`src/rtl/aer_pkg.sv`:
```
// aer_pkg: shared types and width helpers for the AER link endpoints (aer_in / aer_out).
// Latency: n/a (types and constants only).
// Backpressure: n/a.
package aer_pkg;

   // Receiver handshake states: waiting for a request, or holding ACK high.
   typedef enum logic [0:0] {
      IDLE   = 1'b0,
      ACK_HI = 1'b1
   } aer_rx_state_t;

   // Default array size shared by both link ends.
   localparam int AER_IMAGE_SIZE_DEFAULT = 5;

   // The address bus carries $clog2(image_size)+1 bits (MSB index = $clog2(image_size)).
   function automatic int aer_addr_width(input int image_size);
      return $clog2(image_size) + 1;
   endfunction

   localparam int AER_ADDR_W_DEFAULT = aer_addr_width(AER_IMAGE_SIZE_DEFAULT);

endpackage

```
`src/rtl/aer_in_fifo.sv`:
```
// aer_in_fifo: circular event buffer with show-ahead head, registered count, VALID and FULL.
// Latency: a push is visible at the head one edge later if the buffer was empty.
// Backpressure: FULL is reported to the writer; pushes while full and pops while empty are ignored.
module aer_in_fifo
   import aer_pkg::*;
#(
   parameter int DEPTH    = 4,
   parameter int PTR_BITS = $clog2(DEPTH),
   parameter int WIDTH    = AER_ADDR_W_DEFAULT
) (
   input  logic             clk,
   input  logic             rst,
   input  logic             push,
   input  logic [WIDTH-1:0] push_addr,
   input  logic             pop,
   output logic [WIDTH-1:0] head,
   output logic             valid,
   output logic             full
);

   // DEPTH must be a power of two so the pointers wrap by plain overflow.
   logic [WIDTH-1:0]  mem [DEPTH];
   logic [PTR_BITS-1:0] wr_ptr;
   logic [PTR_BITS-1:0] rd_ptr;
   logic [PTR_BITS:0]   count;
   logic                do_push;
   logic                do_pop;

   // Flags come straight from the registered count.
   assign valid = (count != '0);
   assign full  = (count == (PTR_BITS + 1)'(DEPTH));
   assign head  = mem[rd_ptr];

   // Qualify requests: never overwrite a full buffer, never pop an empty one.
   assign do_push = push && !full;
   assign do_pop  = pop && valid;

   // Storage write; cleared on reset so the head reads zero after reset.
   always_ff @(posedge clk or posedge rst) begin
      if (rst) begin
         for (int i = 0; i < DEPTH; i++) begin
            mem[i] <= '0;
         end
      end else if (do_push) begin
         mem[wr_ptr] <= push_addr;
      end
   end

   // Pointer and occupancy update; simultaneous push and pop leave count unchanged.
   always_ff @(posedge clk or posedge rst) begin
      if (rst) begin
         wr_ptr <= '0;
         rd_ptr <= '0;
         count  <= '0;
      end else begin
         if (do_push) begin
            wr_ptr <= wr_ptr + PTR_BITS'(1);
         end
         if (do_pop) begin
            rd_ptr <= rd_ptr + PTR_BITS'(1);
         end
         case ({do_push, do_pop})
            2'b10:   count <= count + (PTR_BITS + 1)'(1);
            2'b01:   count <= count - (PTR_BITS + 1)'(1);
            default: count <= count;
         endcase
      end
   end

endmodule

```
`src/rtl/aer_in.sv`:
```
// aer_in: 4-phase AER receiver; synchronises REQ, acknowledges, and queues addresses for a valid/ready consumer.
// Latency: REQ rise -> ACK high and event visible after 3 edges; REQ fall -> ACK low after 3 edges.
// Backpressure: when the event buffer is full the request is left unacknowledged until space frees up.
module aer_in
   import aer_pkg::*;
#(
   parameter int IMAGE_SIZE      = AER_IMAGE_SIZE_DEFAULT,
   parameter int IMAGE_SIZE_BITS = $clog2(IMAGE_SIZE),
   parameter int FIFO_DEPTH      = 4,
   parameter int FIFO_PTR_BITS   = $clog2(FIFO_DEPTH)
) (
   input  logic                     CLK,
   input  logic                     RST,
   input  logic [IMAGE_SIZE_BITS:0] AERIN_ADDR,
   input  logic                     AERIN_REQ,
   output logic                     AERIN_ACK,
   output logic [IMAGE_SIZE_BITS:0] EVT_ADDR,
   output logic                     EVT_VALID,
   input  logic                     EVT_READY,
   output logic                     FIFO_FULL,
   output logic                     RX_BUSY
);

   logic          req_sync_int;
   logic          req_sync;
   aer_rx_state_t state;
   logic          push;
   logic          pop;

   // Two-flop barrier on the asynchronous request; only req_sync is used below.
   always_ff @(posedge CLK or posedge RST) begin
      if (RST) begin
         req_sync_int <= 1'b0;
         req_sync     <= 1'b0;
      end else begin
         req_sync_int <= AERIN_REQ;
         req_sync     <= req_sync_int;
      end
   end

   // Accept only from IDLE with space available. The address is not synchronised:
   // the transmitter holds it stable from before REQ rises until it sees ACK.
   // FIFO_FULL is this cycle's value, so a same-cycle pop delays the push by one edge.
   assign push = (state == IDLE) && req_sync && !FIFO_FULL;
   assign pop  = EVT_VALID && EVT_READY;

   // Handshake FSM with registered ACK: raise with the push, drop once REQ is seen low.
   always_ff @(posedge CLK or posedge RST) begin
      if (RST) begin
         state     <= IDLE;
         AERIN_ACK <= 1'b0;
      end else begin
         case (state)
            IDLE: begin
               if (req_sync && !FIFO_FULL) begin
                  AERIN_ACK <= 1'b1;
                  state     <= ACK_HI;
               end
            end
            ACK_HI: begin
               if (!req_sync) begin
                  AERIN_ACK <= 1'b0;
                  state     <= IDLE;
               end
            end
            default: begin
               AERIN_ACK <= 1'b0;
               state     <= IDLE;
            end
         endcase
      end
   end

   assign RX_BUSY = (state != IDLE);

   aer_in_fifo #(
      .DEPTH    (FIFO_DEPTH),
      .PTR_BITS (FIFO_PTR_BITS),
      .WIDTH    (IMAGE_SIZE_BITS + 1)
   ) u_fifo (
      .clk       (CLK),
      .rst       (RST),
      .push      (push),
      .push_addr (AERIN_ADDR),
      .pop       (pop),
      .head      (EVT_ADDR),
      .valid     (EVT_VALID),
      .full      (FIFO_FULL)
   );

endmodule

```
`config.mk`:
```
export PLATFORM = sky130hd
export DESIGN_NAME = aer_in
export DESIGN_NICKNAME = d
export VERILOG_FILES = /design/src/rtl/aer_pkg.sv /design/src/rtl/aer_in_fifo.sv /design/src/rtl/aer_in.sv
export SDC_FILE = /design/constraint.sdc
export NUM_CORES = 1
export LEC_CHECK = 0
export ABC_AREA = 1
export CORE_MARGIN = 2
export CORE_UTILIZATION = 54
export CTS_CLUSTER_SIZE = 24
export DETAILED_ROUTE_END_ITERATION = 8
export PLACE_DENSITY = 0.82
export SYNTH_ARGS = -nofsm -noshare
export SYNTH_HDL_FRONTEND = slang
export SYNTH_SLANG_ARGS = --single-unit
```
`constraint.sdc`:
```
create_clock -name CLK -period 2.06 [get_ports CLK]
set_input_delay 0.412 -clock CLK [delete_from_list [all_inputs] [get_ports CLK]]
set_output_delay 0.412 -clock CLK [all_outputs]
set_load 0.05 [all_outputs]
```
==> Word level (Yosys, flattened, before mapping) <==
Cells that the tools add are included.
{ "totals": {"elab_cells": 50, "input_bits": 8, "out_inout_bits": 8, "regBits": 27} }
{ "classes": {"eq_ne": 5, "bitwise_logic": 3, "n_addsub": 4, "order_cmp": 3, "muxes": 13, "n_reduce_logical": 11} }
{ "ops": {"columns": ["operator", "n"], "rows": [
  ["bitwise mux 16 bit", 1],
  ["two-way mux 4 bit", 3],
  ["binary-select mux 4 bit (select 2 bit)", 1],
  ["demux 4 bit (select 2 bit)", 1],
  ["logical AND 1 bit", 7],
  [">= comparator 3 bit (second input constant)", 2],
  ["inverter 2 -> 3 bit", 2],
  ["one-hot mux 3 bit (2 select lines)", 1],
  ["adder 2 x 1 -> 2 bit (second input constant)", 2],
  ["two-way mux 1 bit", 4],
  ["one-hot mux 1 bit (2 select lines)", 2],
  ["adder 3 x 1 -> 3 bit (second input constant)", 1],
  ["== test 3 bit (second input constant)", 1],
  ["less-than comparator 3 x 1 -> 1 bit (second input constant)", 1],
  ["nonzero test 3 bit", 1],
  ["subtractor 3 x 1 -> 3 bit (second input constant)", 1],
  ["== test 2 x 1 -> 1 bit (second input constant)", 1],
  ["== test 2 bit (second input constant)", 1],
  ["inequality test 2 x 1 -> 1 bit (second input constant)", 1],
  ["inequality test 2 bit (second input constant)", 1],
  ["AND reduction 2 bit", 1],
  ["nonzero test 2 bit", 1],
  ["logical NOT 1 bit", 1],
  ["inverter 1 bit", 1]
]} }

==> Depth between registers and ports, before layout <==
{ "depth": {"ltp_word": 6, "ltp_mapped": 12, "mapped_depth_nobuf": 12} }

==> Modules after synthesis <==
Synthesis repeated with hierarchy kept, for this count alone.
{ "hier_totals": {"hier_cells": 168, "hier_area_um2": 1372.6} }
{ "modules_own_cells": {"columns": ["mod", "cells_per_inst", "area_each_um2", "seq_area_each_um2", "n_inst"], "rows": [
  ["aer_in_fifo", 152, 1224.9, 575.6, 1],
  ["aer_in", 16, 147.6, 100.1, 1]
]} }

==> Worst setup path after synthesis <==
No wires, ideal clock.
{ "synth_timing": {"path_kind": "register -> output", "startpoint": "register u_fifo.rd_ptr[1]", "endpoint": "output EVT_ADDR[0]", "path_buffers": 0, "path_stages_with_launch": 4, "arrival_time_ns": 1.709, "slack_ns": -0.061, "path_cell_list": "dfrtp_1 -> inv_1 -> o21ai_0 -> o21ai_0"} }
{ "synth_via": {"elab_chain_cells": 4} }
{ "synth_lines": {"columns": ["item", "line", "text"], "rows": [
  ["start, declared", "aer_in_fifo.sv:24", "logic [PTR_BITS-1:0] rd_ptr;"],
  ["start signal, assigned", "aer_in_fifo.sv:60", "rd_ptr <= rd_ptr + PTR_BITS'(1);"],
  ["inverter 2 -> 3 bit (not written as such)", "aer_in_fifo.sv:32", "assign head = mem[rd_ptr];"],
  ["binary-select mux 4 bit (select 2 bit)", "aer_in_fifo.sv:32", null],
  ["two-way mux 4 bit (not written as such) (2 in series)", "aer_in_fifo.sv:32", null],
  ["end, declared", "aer_in.sv:17", "output logic [IMAGE_SIZE_BITS:0] EVT_ADDR,"]
]} }
Every way passes these cells. The select of a mux whose other input is x is not followed.

==> Final worst setup path <==
{ "layout_timing": {"startpoint": "register state, in the netlist RX_BUSY", "endpoint": "output RX_BUSY"} }
{ "layout_rtl": {"columns": ["item", "line", "text"], "rows": [
  ["start, declared", "aer_in.sv:26", "aer_rx_state_t state;"],
  ["start signal, assigned", "aer_in.sv:50", "state <= IDLE;"],
  ["start signal, assigned", "aer_in.sv:57", "state <= ACK_HI;"],
  ["start signal, assigned", "aer_in.sv:63", "state <= IDLE;"],
  ["end, declared", "aer_in.sv:21", "output logic RX_BUSY"]
]} }
No word-level cell between the ends.

==> results.toml <==
[detailed_routing]
postRouteAntennaNets = 0
avgRoutedWirePerCell_um = 12.82
drtIter0Drc = 19
drtPass1Iterations = 4
routed_wl_mm = 2.717
vias = 1140
post_drt_via_cell_ratio = 5.377
drc = 0

[synth]
syn_inst = 162
ys_seq_elements = 27
netlist_area_sq_um = 1385
synth_area_leaders = "dfrtp_1 (49%), nand2_1 (14%), nand4_1 (7.7%)"
ys_warn_count = 0
yosys.area.top_type_share = 0.4878
syn_nets = 176
yosysSeqAreaShare = 0.4878
synth_area_per_cell_sq_um = 8.550
yosysUniqueCellTypes = 18
yosys.area.top_type = "dfrtp_1"

[clock_network]
clk_pin_slew_worst_paths_ns = 0.14
cts_hold_buf = 0
cts_tree = "done"
htree_levels = 1
clock_latency_ns = 0.33
cts_inserted_buffers = 3
cts_root_buffer = "clkbuf_4"
cts.path.max_buffers = 2
clock_sinks = 27

[place]
place_area_sq_um = 1604
gp_congestion = 0.7507
dp_hpwl_mm = 2.045
portBuffers = 15

[worst_hold_path]
min-delay-start = "req_sync_int"
hold_path_class = "register to register"

[layout]
area_delta_synth_final_pct = 19.24
final_cell_mix = "nand2_1 (51), dfrtp_1 (26), nand4_1 (17), inv_1 (13), nor2_1 (12)"
drive_gt1_frac = 0.1319
layout_commonest_cell = "nand2_1"
design_area_sq_um = 1652
fin_nets = 197
insertedDiodeCount = 0

[power_and_ir_drop]
internal_power_uw = 1575
p_sw_frac = 0.4763
cellPowerDensity_nw_per_um2 = 1821
pwr-share-clk = 0.076
power_uw = 3008
seq_power_share = 0.323
vdd_ir_drop_max_mv = 1.480
net-switching-power_uw = 1432
combPwrFrac = 0.601
p_leak_uw = 0.0008364

[worst_setup_path]
critPathSlowestCell = "clkdlybuf4s50_1"
endpoint_kind = "primary output"
crit_type = "register to primary output"
required_ns = 1.65
path_delay_family = "buffers and inverters"
crit_buf_inv = 1
startpoint = "RX_BUSY"
r2r-start = "u_fifo.count[0]"
cp-start-kind = "register"
cp_cell_sequence = "clkdlybuf4s50_1"
max_stage_delay_ns = 0.83
path_max_fanout = 3
arrival_ns = 1.60

[timing]
rsz0062_at_grt = "false"
worst_pin_slew_ns = 0.4971
hold_viol_final = 0
fin_setup_tns_ns = 0
skew_ns = 0.003571
fin_crit_ns = 2.009
fmax_mhz = 497.8
maxSlewViolCount = 0
finalSetupViolCount = 0
hold_ws_ns = 0.3772
fin_crit_sh = 0.9752
relSlewSlack = 0.6675

[global_routing]
grt_pass1_wl_mm = 4.781
globalRouteTotalUtil = 0.2257
grt_pass1_vias = 1090
antenna_found_initial = 0
grt_max_degree = 28
overflow = 0

[floorplanning]
die_w_um = 54.65
core_sq_um = 2455
pin_count = 16
start_util = 0.5642
die_area_sq_um = 2986
rows = 18
die_y_um = 54.65

[run]
max_cap_violations = 0

[status]
status = "finished, final reports clean"
==> metrics by stage <==
step | setup slack (ns) | instances | util
CTS | 0.04066 | 210 | 0.6651
floorplan | 0.04625 | 162 | -
global route | 0.003261 | 212 | 0.6728
global placement | 0.06666 | 206 | 0.6534
finish | 0.05111 | 212 | 0.6728
detailed placement | -0.03932 | 206 | 0.6534
==> synth_stat cells <==
| cell type | number |
|---|---|
| xnor2_1 | 1 |
| buf_6 | 3 |
| buf_2 | 1 |
| fa_1 | 1 |
| nand2_2 | 1 |
| nor2_1 | 12 |
| ha_1 | 5 |
| nand2_1 | 51 |
| o21ai_0 | 15 |
| inv_2 | 1 |
| nand3_1 | 8 |
| inv_1 | 14 |
| nor2_4 | 2 |
| nand2_4 | 1 |
| dfrtp_1 | 27 |
| nand4_1 | 17 |
| nand3_4 | 1 |
| buf_4 | 1 |
==> cells by family after synthesis <==
kind of cell | count (synthesis) | synth area share
xor gates and xnor gates | 1 | 0.006325
DFF | 27 | 0.4878
and+or+nand+nor | 93 | 0.3180
AOI/OAI and AO/OA | 15 | 0.05420
buffers and inverters | 20 | 0.07407
adders and majority gates | 6 | 0.05962
==> final timing paths <==
path | to | slack (ns) | depth (start not counted)
max | RX_BUSY | 0.05 | 1
min | req_sync | 0.38 | 0
max reg2reg | u_fifo.count[2] | 0.19 | 11
min reg2reg | req_sync | 0.38 | 0
max in group asynchronous | u_fifo.rd_ptr[0] | 1.38 | 3
min in group asynchronous | req_sync | 0.41 | 3
==> repair_timing <==
action / CTS / global route
setup buffers: 0 / 2
setup endpoints to repair: 4 / 5
resized for setup: 1 / 2
==> layout make-up <==
type | instances | area, sq um
fill | 192 | 803.3
sequential | 27 | 676.9
multi-input combinational | 115 | 606.8
timing repair buffer | 21 | 242.7
inverter | 15 | 60.06
tap | 30 | 37.54
clock buffer | 3 | 22.52
clock inverter | 1 | 5.005
==> metal layers <==
layer	part of all wire	global-route usage	up-vias
li1	-	-	572
met1	0.46	0.3066	542
met2	0.49	0.3611	23
met3	0.032	0.03552	3
met4	0.0092	0.08750	0
met5	0	0	-
==> flip-flops by register name, summed over array words and instances (netlist names) <==
register / cells
u_fifo.rd_ptr: 2
req_sync_int: 1
AERIN_ACK: 1
u_fifo.wr_ptr: 2
u_fifo.mem: 16
u_fifo.count: 3
RX_BUSY: 1
req_sync: 1
==> power by group through the flow <==
stage / logic (uW) / registers [uW] / clock network (uW)
6_report: 1810 / 970 / 229
4_1_cts: 1760 / 989 / 236
3_3_place_gp: 1690 / 981 / 0
5_1_grt: 2000 / 999 / 257
3_5_place_dp: 1750 / 998 / 0
2_1_floorplan: 1150 / 982 / 0
(Power assumes the default switching activity.)
==> RTL edit 1 (same flow settings) <==
The package constant `AER_IMAGE_SIZE_DEFAULT` goes from 5 to 10.
--- a/src/rtl/aer_pkg.sv
+++ b/src/rtl/aer_pkg.sv
@@ -12,3 +12,3 @@
    // Default array size shared by both link ends.
-   localparam int AER_IMAGE_SIZE_DEFAULT = 5;
+   localparam int AER_IMAGE_SIZE_DEFAULT = 10;
 
Interface: changed (resized AERIN_ADDR and EVT_ADDR); port bits go from 16 to 18. No check against the original RTL was run, so the function may have changed too.
==> RTL edit 1 against the unedited design <==
Combinational power up 15%. First-iteration DRC count increased to 3.2 times the old value. Final area grew 14%. Power is 17% higher. Sequential cell count grew 4. Synthesized cell count is 15% higher. Routed wire length is 16% higher. Worst setup slack better by 0.062 ns. Sequential share of layout area up 0.18 points. Area after synthesis grew 15%. Largest power group unchanged. Highest routed layer unchanged.
==> RTL edit 1: results (changes against the unedited design) <==
* Run status: finished clean (unchanged)
* Synth cell count leaders: 59 x sky130_fd_sc_hd__nand2_1, 31 x sky130_fd_sc_hd__dfrtp_1, 21 x sky130_fd_sc_hd__nand4_1, 16 x sky130_fd_sc_hd__o21ai_0, 15 x sky130_fd_sc_hd__nor2_1 (was 51 x sky130_fd_sc_hd__nand2_1, 27 x sky130_fd_sc_hd__dfrtp_1, 17 x sky130_fd_sc_hd__nand4_1, 15 x sky130_fd_sc_hd__o21ai_0, 14 x sky130_fd_sc_hd__inv_1)
* Global-route wire length before repair at 5.485 mm (was 4.781 mm)
* FF+latch count, synth at 31 (was 27)
* Transition time at the pin with the least slew margin at 0.4973 ns (was 0.4971 ns)
* Routed metal-1 wirelength at 1.333 mm (was 1.262 mm)
* Clock tree skew after final layout at 0.009841 ns (was 0.003571 ns)
* Clock slew seen by the registers of the worst setup and hold paths at 0.09 ns (was 0.14 ns)
* Parity-gate share of the synthesized area counting xor and xnor cells at 0.5503% (was 0.6323%)
* Critical path fanouts, max at 4 (was 3)
* Number of input and output port buffers inserted at 17 (was 15)
* DIE WIDTH at 58.29 µm (was 54.65 µm)
* DPL Wire Length at 2.256 mm (was 2.045 mm)
* Area taken by flip-flops and latches at 775.7 µm² (was 676.9 µm²)
* Routed met2 length at 1.553 mm (was 1.343 mm)
* Area fraction of the dominant cell type after synthesis at 48.74% (was 48.78%)
* Worst setup path startpoint: u_fifo.count[0] (was RX_BUSY)
* Sequential element share of the synthesized area at 48.74% (was 48.78%)
* M1 GR Usage at 26.25% (was 30.66%)
* WP data arrival at 1.53 ns (was 1.60 ns)
* Total wire length after detailed routing at 3.161 mm (was 2.717 mm)
* Net load switching power at 1675 µW (was 1432 µW)
* Worst Hold Margin at 0.3586 ns (was 0.3772 ns)
* Largest registers in the final layout: u_fifo.mem: 20 flops, u_fifo.count: 3 flops (was u_fifo.mem: 16 flops, u_fifo.count: 3 flops)
* Leakage power summed over all cells at 0.0009595 µW (was 0.0008364 µW)
* Clock buffer and inverter area fraction after layout at 2.656% (was 1.667%)
* Adder-cell share of the synthesized area at 5.189% (was 5.962%)
* Clk pwr at 334 µW (was 229 µW)
* Inst Count DP at 232 (was 206)
* Share of cell area taken by multi-input logic gates at 37.12% (was 36.74%)
* Repair and plain buffers at 22 (was 21)
* Net count after synthesis at 201 (was 176)
* Pin count of the biggest net entering global routing at 32 (was 28)
* FILL cells at 227 (was 192)
* Compound-Gate Fraction of Synth Area at 5.660% (was 5.420%)
* Layout clock buffers at 7 (was 3)
* Via count normalized by instance count at 5.708 (was 5.377)
* Dominant cells by area after synthesis: sky130_fd_sc_hd__dfrtp_1 49%, sky130_fd_sc_hd__nand2_1 14%, sky130_fd_sc_hd__nand4_1 8.3% (was sky130_fd_sc_hd__dfrtp_1 49%, sky130_fd_sc_hd__nand2_1 14%, sky130_fd_sc_hd__nand4_1 7.7%)
* Fin nets at 223 (was 197)
* Share of final-layout standard cells stronger than drive strength 1 at 13.88% (was 13.19%)
## RTL edit 1: cell count changes in the layout (fill, tap and decap cells not counted), moves of 3 or more
| cell | before | now |
|---|---|---|
| sky130_fd_sc_hd__dfrtp_1 | 26 | 31 |
| sky130_fd_sc_hd__nand4_1 | 17 | 21 |
| sky130_fd_sc_hd__nand2_1 | 51 | 59 |
| sky130_fd_sc_hd__nand3_1 | 8 | 5 |
| sky130_fd_sc_hd__nand3_2 | 0 | 4 |
| sky130_fd_sc_hd__nor2_1 | 12 | 15 |
## RTL edit 1: cell families after synthesis
kind of cell,after synthesis
flops,31
xor+xnor,1
simple gates,108
buf+inv,22
fa+ha+maj,6
compound gates,18
## RTL edit 1: how the worst max path moves through the flow
stage	end	slack (ns)
after floorplan	u_fifo.count[1]	0.02
after global placement	u_fifo.count[2]	0.06
after detailed placement	u_fifo.count[2]	-0.03
after CTS	EVT_ADDR[1]	0.03
after global routing	EVT_VALID	0.02
final	EVT_VALID	0.11
==> RTL edit 2 (config.mk and constraints unchanged) <==
Made on the original files. Make the reset (`RST` and `rst`) synchronous in 4 clocked blocks. Comments in the files are not updated.
--- a/src/rtl/aer_in_fifo.sv
+++ b/src/rtl/aer_in_fifo.sv
@@ -38,3 +38,3 @@
    // Storage write; cleared on reset so the head reads zero after reset.
-   always_ff @(posedge clk or posedge rst) begin
+   always_ff @(posedge clk) begin
       if (rst) begin
@@ -49,3 +49,3 @@
    // Pointer and occupancy update; simultaneous push and pop leave count unchanged.
-   always_ff @(posedge clk or posedge rst) begin
+   always_ff @(posedge clk) begin
       if (rst) begin
--- a/src/rtl/aer_in.sv
+++ b/src/rtl/aer_in.sv
@@ -30,3 +30,3 @@
    // Two-flop barrier on the asynchronous request; only req_sync is used below.
-   always_ff @(posedge CLK or posedge RST) begin
+   always_ff @(posedge CLK) begin
       if (RST) begin
@@ -47,3 +47,3 @@
    // Handshake FSM with registered ACK: raise with the push, drop once REQ is seen low.
-   always_ff @(posedge CLK or posedge RST) begin
+   always_ff @(posedge CLK) begin
       if (RST) begin
Formal check against the unedited RTL: differs if RST is asserted again (counterexample within 4 cycles, from zero or initial values and one cycle with RST high); with RST held inactive, the same outputs for 10 cycles.
==> RTL edit 2 against the unedited design <==
Worst setup slack got worse by 0.013 ns. Final area decreased by 2.3%. Routed wire length increased by 3.1%. Utilization increased by 4.3 points. Largest cell class unchanged. Worst hold slack improved by 0.075 ns. Area after synthesis decreased by 5.9%. Critical path type unchanged. Die area decreased by 5.5%. Sequential cell count increased by 2. Cell count decreased by 5.7%.
Power is not compared: it rests on default switching activity, and its combinational part moved more than twofold at a synthesized area within 25%.
==> RTL edit 2: results (changes against the unedited design) <==
* Routed metal-1 wirelength at 1.037 mm (was 1.262 mm)
* Multi-input gates at 84 (was 115)
* Clock slew seen by the registers of the worst setup and hold paths at 0.10 ns (was 0.14 ns)
* Routed vias at 1,077 (was 1,140)
* CTS buffer count at 5 (was 3)
* Clock buffer and inverter area fraction after layout at 3.411% (was 1.667%)
* Dominant cells by area after synthesis: sky130_fd_sc_hd__edfxtp_1 37%, sky130_fd_sc_hd__dfxtp_1 20%, sky130_fd_sc_hd__inv_1 7.5% (was sky130_fd_sc_hd__dfrtp_1 49%, sky130_fd_sc_hd__nand2_1 14%, sky130_fd_sc_hd__nand4_1 7.7%)
* Adder-cell share of the synthesized area at 2.495% (was 5.962%)
* Number of non-clock inverters at 30 (was 15)
* DP Worst Slack at -0.08230 ns (was -0.03932 ns)
* Largest incremental delay on the critical path at 0.85 ns (was 0.83 ns)
* Clock tree skew after final layout at 0.01455 ns (was 0.003571 ns)
* Share of cell area taken by multi-input logic gates at 27.29% (was 36.74%)
* Level count of the clock H-tree at 2 (was 1)
* Run status: finished clean (unchanged)
* Total wire length after detailed routing at 2.802 mm (was 2.717 mm)
* DRC marker count from the first detailed-route iteration at 25 (was 19)
* Routed met2 length at 1.542 mm (was 1.343 mm)
* Metal3 WL at 163 µm (was 86 µm)
* Area taken by flip-flops and latches at 740.7 µm² (was 676.9 µm²)
* Placed Area at 1554 µm² (was 1604 µm²)
* Tightest slew margin relative to the limit at 57.59% (was 66.75%)
* Number of enable flip-flop cells after synthesis at 16 (was 0)
* DPL Wire Length at 2.126 mm (was 2.045 mm)
* Critical path fanouts, max at 4 (was 3)
* Non-filler cells, final at 200 (was 212)
* Fin nets at 181 (was 197)
* Parity-gate share of the synthesized area counting xor and xnor cells at 0% (was 0.6323%)
* Sequential element share of the synthesized area at 56.81% (was 48.78%)
* Area of the multi-input gates at 440.4 µm² (was 606.8 µm²)
* Compound-Gate Fraction of Synth Area at 10.94% (was 5.420%)
RTL edit 2: cell count changes after synthesis, sizes merged, moves of 5 or more:
cell	before	now
nand2	53	15
nand4	17	1
edfxtp	0	16
dfrtp	27	0
dfxtp	0	13
inv	15	30
a21oi	0	5
nor2	14	29
RTL edit 2: kinds of logic after synthesis:
family / after synthesis
AND/OR/NAND/NOR: 55
buffers and inverters: 33
adder cells (fa/ha/maj): 2
AO/OA/AOI/OAI: 27
flip-flops: 29
RTL edit 2: routing by layer:
metal,track usage (%),vias up
met1,22.08,509
met5,0,-
met3,7.345,7
li1,-,521
met4,13.68,0
met2,44.17,40
RTL edit 2: final timing paths:
kind	from	endpoint	slack, ns	cells past startpoint
setup reg to reg	u_fifo.count[0]	u_fifo.count[2]	0.11	12
setup / recovery	RX_BUSY	RX_BUSY	0.04	1
hold reg to reg	req_sync_int	req_sync	0.45	2
hold / removal	req_sync_int	req_sync	0.45	2
